==> config.mk <==
export PLATFORM = sky130hd
export DESIGN_NAME = rs_branch_jump_age
export DESIGN_NICKNAME = d
export VERILOG_FILES = /design/src/rtl/rs_branch_jump_age.sv
export SDC_FILE = /design/constraint.sdc
export NUM_CORES = 2
export LEC_CHECK = 0
export CORE_MARGIN = 1.5
export CORE_UTILIZATION = 50
export CTS_BUF_LIST = sky130_fd_sc_hd__clkbuf_4 sky130_fd_sc_hd__clkbuf_8
export DETAILED_ROUTE_END_ITERATION = 12
export PLACE_DENSITY = 0.71
export REMOVE_ABC_BUFFERS = 1
export SLEW_MARGIN = 20
export SYNTH_ARGS = -nofsm -noshare
export SYNTH_HDL_FRONTEND = slang
export SYNTH_SLANG_ARGS = --single-unit
==> constraint.sdc <==
create_clock -name clk -period 53.4 [get_ports clk]
set_clock_uncertainty 0.05 [all_clocks]
set_input_delay 10.68 -clock clk [delete_from_list [all_inputs] [get_ports clk]]
set_output_delay 10.68 -clock clk [all_outputs]
set_load 0.02 [all_outputs]
==> src/rtl/rs_branch_jump_age.sv <==
// Branch/jump reservation station: holds dispatched ops, snoops NUM_CDB result buses for
// missing operands and issues the oldest ready entry to the branch unit (valid/ready).
module rs_branch_jump_age #(
    parameter int unsigned DEPTH   = 4,
    parameter int unsigned NUM_CDB = 3,
    parameter int unsigned TAG_W   = 6,
    parameter int unsigned DATA_W  = 32,
    parameter int unsigned INST_W  = 10
) (
    input  logic                                   clk,
    input  logic                                   reset,
    input  logic                                   kill,
    input  logic                                   we,
    input  logic [INST_W+TAG_W+3*DATA_W+2-1:0]     dc2rs,
    output logic                                   is_full,
    output logic [$clog2(DEPTH+1)-1:0]             free_cnt,
    input  logic [NUM_CDB-1:0]                     cdb_valid,
    input  logic [NUM_CDB*(TAG_W+DATA_W)-1:0]      cdb,
    output logic                                   ex_en,
    input  logic                                   ex_ready,
    output logic [INST_W+TAG_W+3*DATA_W-1:0]       rs2exe
);

    localparam int unsigned CDB_W = TAG_W + DATA_W;
    localparam int unsigned IDX_W = $clog2(DEPTH);
    localparam int unsigned CNT_W = $clog2(DEPTH + 1);

    // Entry storage
    logic [DEPTH-1:0]  busy;
    logic [DEPTH-1:0]  v1;
    logic [DEPTH-1:0]  v2;
    logic [DATA_W-1:0] opr1     [DEPTH];
    logic [DATA_W-1:0] opr2     [DEPTH];
    logic [DATA_W-1:0] offset_q [DEPTH];
    logic [TAG_W-1:0]  dest_q   [DEPTH];
    logic [INST_W-1:0] inst_q   [DEPTH];
    // older[i][j] set means entry i was dispatched before entry j
    logic [DEPTH-1:0]  older    [DEPTH];
    logic              lock;
    logic [IDX_W-1:0]  lock_idx;

    // Dispatch payload fields
    logic [INST_W-1:0] d_inst;
    logic [TAG_W-1:0]  d_dest;
    logic              d_v1;
    logic [DATA_W-1:0] d_opr1;
    logic              d_v2;
    logic [DATA_W-1:0] d_opr2;
    logic [DATA_W-1:0] d_off;

    assign d_off  = dc2rs[DATA_W-1:0];
    assign d_opr2 = dc2rs[2*DATA_W-1:DATA_W];
    assign d_v2   = dc2rs[2*DATA_W];
    assign d_opr1 = dc2rs[3*DATA_W:2*DATA_W+1];
    assign d_v1   = dc2rs[3*DATA_W+1];
    assign d_dest = dc2rs[3*DATA_W+2 +: TAG_W];
    assign d_inst = dc2rs[3*DATA_W+2+TAG_W +: INST_W];

    // Returns {hit, data}; lowest-numbered matching bus wins
    function automatic logic [DATA_W:0] snoop(input logic [TAG_W-1:0]         tag,
                                              input logic [NUM_CDB-1:0]       vld,
                                              input logic [NUM_CDB*CDB_W-1:0] bus);
        logic [DATA_W:0] r;
        r = '0;
        for (int k = 0; k < NUM_CDB; k++) begin
            if (!r[DATA_W] && vld[k] && (bus[k*CDB_W+DATA_W +: TAG_W] == tag)) begin
                r = {1'b1, bus[k*CDB_W +: DATA_W]};
            end
        end
        return r;
    endfunction

    logic [DATA_W:0] wk1 [DEPTH];
    logic [DATA_W:0] wk2 [DEPTH];
    logic [DATA_W:0] byp1;
    logic [DATA_W:0] byp2;

    always_comb begin
        for (int i = 0; i < DEPTH; i++) begin
            wk1[i] = snoop(opr1[i][TAG_W-1:0], cdb_valid, cdb);
            wk2[i] = snoop(opr2[i][TAG_W-1:0], cdb_valid, cdb);
        end
        byp1 = snoop(d_opr1[TAG_W-1:0], cdb_valid, cdb);
        byp2 = snoop(d_opr2[TAG_W-1:0], cdb_valid, cdb);
    end

    logic [DEPTH-1:0] ready;
    logic             oldest_vld;
    logic [IDX_W-1:0] oldest_idx;
    logic             blocked;
    logic [IDX_W-1:0] sel_idx;
    logic             fire;

    // Oldest ready entry: no other ready entry is older than it
    always_comb begin
        ready      = busy & v1 & v2;
        oldest_vld = 1'b0;
        oldest_idx = '0;
        blocked    = 1'b0;
        for (int i = 0; i < DEPTH; i++) begin
            blocked = 1'b0;
            for (int j = 0; j < DEPTH; j++) begin
                blocked = blocked | (ready[j] & older[j][i]);
            end
            if (ready[i] && !blocked) begin
                oldest_vld = 1'b1;
                oldest_idx = IDX_W'(i);
            end
        end
    end

    always_comb begin
        sel_idx = lock ? lock_idx : oldest_idx;
        ex_en   = lock | oldest_vld;
        fire    = ex_en & ex_ready;
        rs2exe  = '0;
        if (ex_en) begin
            rs2exe = {inst_q[sel_idx], dest_q[sel_idx], opr1[sel_idx], opr2[sel_idx],
                      offset_q[sel_idx]};
        end
    end

    logic [IDX_W-1:0] alloc_idx;
    logic             alloc_found;
    logic             alloc;

    // Lowest free entry, occupancy status from registered busy only
    always_comb begin
        alloc_idx   = '0;
        alloc_found = 1'b0;
        free_cnt    = CNT_W'(DEPTH);
        for (int i = 0; i < DEPTH; i++) begin
            if (!busy[i] && !alloc_found) begin
                alloc_found = 1'b1;
                alloc_idx   = IDX_W'(i);
            end
            if (busy[i]) begin
                free_cnt = free_cnt - CNT_W'(1);
            end
        end
        is_full = &busy;
        alloc   = we & ~is_full;
    end

    always_ff @(posedge clk or posedge reset) begin
        if (reset) begin
            busy     <= '0;
            v1       <= '0;
            v2       <= '0;
            lock     <= 1'b0;
            lock_idx <= '0;
            for (int i = 0; i < DEPTH; i++) begin
                opr1[i]     <= '0;
                opr2[i]     <= '0;
                offset_q[i] <= '0;
                dest_q[i]   <= '0;
                inst_q[i]   <= '0;
                older[i]    <= '0;
            end
        end else if (kill) begin
            busy <= '0;
            lock <= 1'b0;
        end else begin
            for (int i = 0; i < DEPTH; i++) begin
                if (busy[i] && !v1[i] && wk1[i][DATA_W]) begin
                    v1[i]   <= 1'b1;
                    opr1[i] <= wk1[i][DATA_W-1:0];
                end
                if (busy[i] && !v2[i] && wk2[i][DATA_W]) begin
                    v2[i]   <= 1'b1;
                    opr2[i] <= wk2[i][DATA_W-1:0];
                end
            end
            // A stalled offer is pinned until accepted
            if (fire) begin
                busy[sel_idx] <= 1'b0;
                lock          <= 1'b0;
            end else if (ex_en) begin
                lock     <= 1'b1;
                lock_idx <= sel_idx;
            end
            if (alloc) begin
                busy[alloc_idx]     <= 1'b1;
                inst_q[alloc_idx]   <= d_inst;
                dest_q[alloc_idx]   <= d_dest;
                offset_q[alloc_idx] <= d_off;
                v1[alloc_idx]       <= d_v1 | byp1[DATA_W];
                v2[alloc_idx]       <= d_v2 | byp2[DATA_W];
                opr1[alloc_idx]     <= (!d_v1 && byp1[DATA_W]) ? byp1[DATA_W-1:0] : d_opr1;
                opr2[alloc_idx]     <= (!d_v2 && byp2[DATA_W]) ? byp2[DATA_W-1:0] : d_opr2;
                for (int j = 0; j < DEPTH; j++) begin
                    older[alloc_idx][j] <= 1'b0;
                    if (IDX_W'(j) != alloc_idx) begin
                        older[j][alloc_idx] <= 1'b1;
                    end
                end
            end
        end
    end

endmodule

==> metrics <==
run status finished, final reports clean; fmax 58.58 MHz; wire length on met3 18.01 mm; DR WL met2 57.95 mm; Slew Limit Headroom 22.04%; DP HPWL 77.88 mm; post-route cell area 36680 um2; post-synth top area share 38.50%; Crit Reg-Reg Startpoint opr2[34]$_DFFE_PP0N_; Final Setup Violations 0; worst setup path class reg2out; Cell variety after synth 66; Top Metal Used met5; Final Max Slew Viols 0; initial detailed-routing violation count 4785; Mapped Area 31130 um2; synth top area cells dfrtp_1 39%, a221o_1 8.4%, nand2_1 8.0%, mux2i_1 7.2%, a221oi_1 6.8%; sink of the worst hold path inst_q[23]$_DFFE_PP0P_; die area 63770 um2; Final ANT Viol Nets 0; Die Span Y 252.5 um; final wirelength 134.7 mm; Top FF cell, synth dfrtp_1; Mapped Cells 3645; hold depth 2; Hold Buf Count CTS 0; post_cts resized 0; Via Count 32597; Leak 14.54 nW; syn avg cell area 8.541 um2; CP Launch Type flop; post-route minimum period 17.07 ns; final setup TNS 0 ns; clk_lat worst skew 0.72 ns; gr ovfl total 0; Initial Util 50.54%; FF-to-FF setup slack 49.80 ns; DRC violations left 0; worst path arrival time 6.34 ns; Ys Warns 0; first-pass GRT wire length 199.3 mm; I/O Pins 353; Worst EP required 42.67 ns; Slew @ Worst Pin 1.169 ns; GP Congestion 1.019; CTS tree done; fin nets 3938; Hold Path Class reg2reg; Vias per Instance 7.080; Max FO, Critical Path 61; row count 91; pwr/cell area 33.52 nW/um2; pin count of the biggest net entering global routing 170; r2r worst-path depth 9; vias in the first global route 31573; Worst-path clk slew 0.06 ns; unrepaired setup endpoints after global routing false; reg-to-reg endpoint opr2[39]$_DFFE_PP0N_; core area 61600 um2; Final Hold Vio Count 0; initial antenna violation count 9; Die Wd 252.5 um; postcts setup bufs 0; leading area contributor after synthesis dfrtp_1; Max VDD drop 0.01584 mV; Hold Startpoint inst_q[23]$_DFFE_PP0P_; number of port buffers 352; number of synthesized register bits 479; total of max-cap violations 0; root buffer cell clkbuf_8; M1 wire length 49.90 mm; gr usage total 41.28%; Seq/Total Area, Yosys 38.50%; TritonCTS Buffers 86; clk sinks 479; Area growth syn-to-layout 17.83%; Post-synth EDFFs 0; Placed Area 34780 um2; layout cell share with drive strength beyond 1 8.110%; ys async rst share 100.0%; H-tree depth 3; 1st-pass router iterations 9; DR WL/cell 29.26 um; Clock Tree Buf Depth 3; period utilization 31.97%; Worst setup EP type output port
worst max path at each step:
stage               slack [ns]  cells past startpoint    endpoint              start
floorplan                29.31                      1   async pin              reset
global placement         37.31                     10  rs2exe[59]  busy[3]$_DFF_PP0_
detailed placement       37.24                     10  rs2exe[59]  busy[3]$_DFF_PP0_
CTS                      36.43                     10  rs2exe[59]  busy[3]$_DFF_PP0_
global route             36.21                     10  rs2exe[58]  busy[3]$_DFF_PP0_
finish                   36.33                     10  rs2exe[59]  busy[3]$_DFF_PP0_
kinds of logic after synthesis:
family / share of synthesized area, %
DFF: 38.50
xor gates and xnor gates: 5.120
muxes: 7.343
adders and majority gates: 0.2653
and+or+nand+nor: 16.19
buffers and inverters: 6.394
AOI/OAI and AO/OA: 26.19
synthesized netlist by cell type (all sizes together), types with 14 or more instances:
cell	instances
nand2	667
dfrtp	479
clkbuf	329
nor2	303
a221o	262
a221oi	240
o21ai	235
mux2i	225
buf	149
xnor2	140
o22ai	119
a21oi	66
nor3	56
xor2	42
o211ai	41
nand4	40
o221ai	27
nand3	26
nand2b	25
and2	23
a31oi	20
inv	14
or3	14
registers in the layout (all words and copies together), names as in the netlist, named ones only:
signal,flops
busy,4
dest_q,24
inst_q,40
lock,1
lock_idx,2
offset_q,128
older,8
opr1,128
opr2,128
v1,4
v2,4
area by class of cell:
class                           count  area (um2)
Fill cell                        5457       24920
Timing Repair Buffer              441        4215
Inverter                           14       60.06
Multi-Input combinational cell   2674       17490
Sequential cell                   479       11990
Antenna cell                        6       15.01
Tap cell                          837        1047
Clock buffer                      138        1743
Clock inverter                     15       127.6
placed cells by master (no fill, tap or decap), drive strengths merged, types with 10 or more instances in the layout:
cell	count
nor4	13
clkbuf	138
dfrtp	479
a21oi	66
o21ai	235
xnor2	140
or3	14
a221o	262
buf	90
a311oi	11
a221oi	240
o211ai	41
a31oi	20
o31ai	10
mux2i	225
clkdlybuf4s50	351
nor2	303
xor2	42
nand2b	25
o22ai	119
nand3	26
nand2	667
o221ai	27
nor3	56
clkinv	10
and2	23
inv	18
nand4	40
metal layers:
metal  up-vias  global-route usage, %
li1      13520                      -
met1     15602                  52.47
met2      2807                  61.59
met3       660                  12.97
met4         8                  24.38
met5         -                      0
critical path: stages, from the launching register on:
cell and delay, ns:
dfrtp_1 0.63, and4b_1 0.29, a41oi_1 0.16, nand2_1 0.14, o21a_4 0.48, buf_4 0.59
buf_4 0.91, buf_4 1.01, mux2i_1 0.18, o22ai_1 0.43, clkdlybuf4s50_1 0.73
report_power, final:
| group | switching (W) | internal (W) |
|---|---|---|
| combinational | 0.000192 | 0.000151 |
| sequential | 0.0000685 | 0.000438 |
| clock | 0.000168 | 0.000212 |
| total | 0.000428 | 0.000801 |
metrics by stage:
step	power (W)	worst slack, ns	utilization [%]	hold WS (ns)	std cells
after global placement	0.0008374	37.31	56.44	0.4065	4443
after CTS	0.001221	36.43	59.49	0.4258	4597
after floorplan	0.0007040	29.31	-	0.3935	3167
after detailed placement	0.0008434	37.24	56.46	0.4113	4444
final	0.001229	36.33	59.55	0.4217	4604
after global routing	0.001279	36.21	59.54	0.4346	4601
Note: power is estimated with default switching activity, not from simulation.
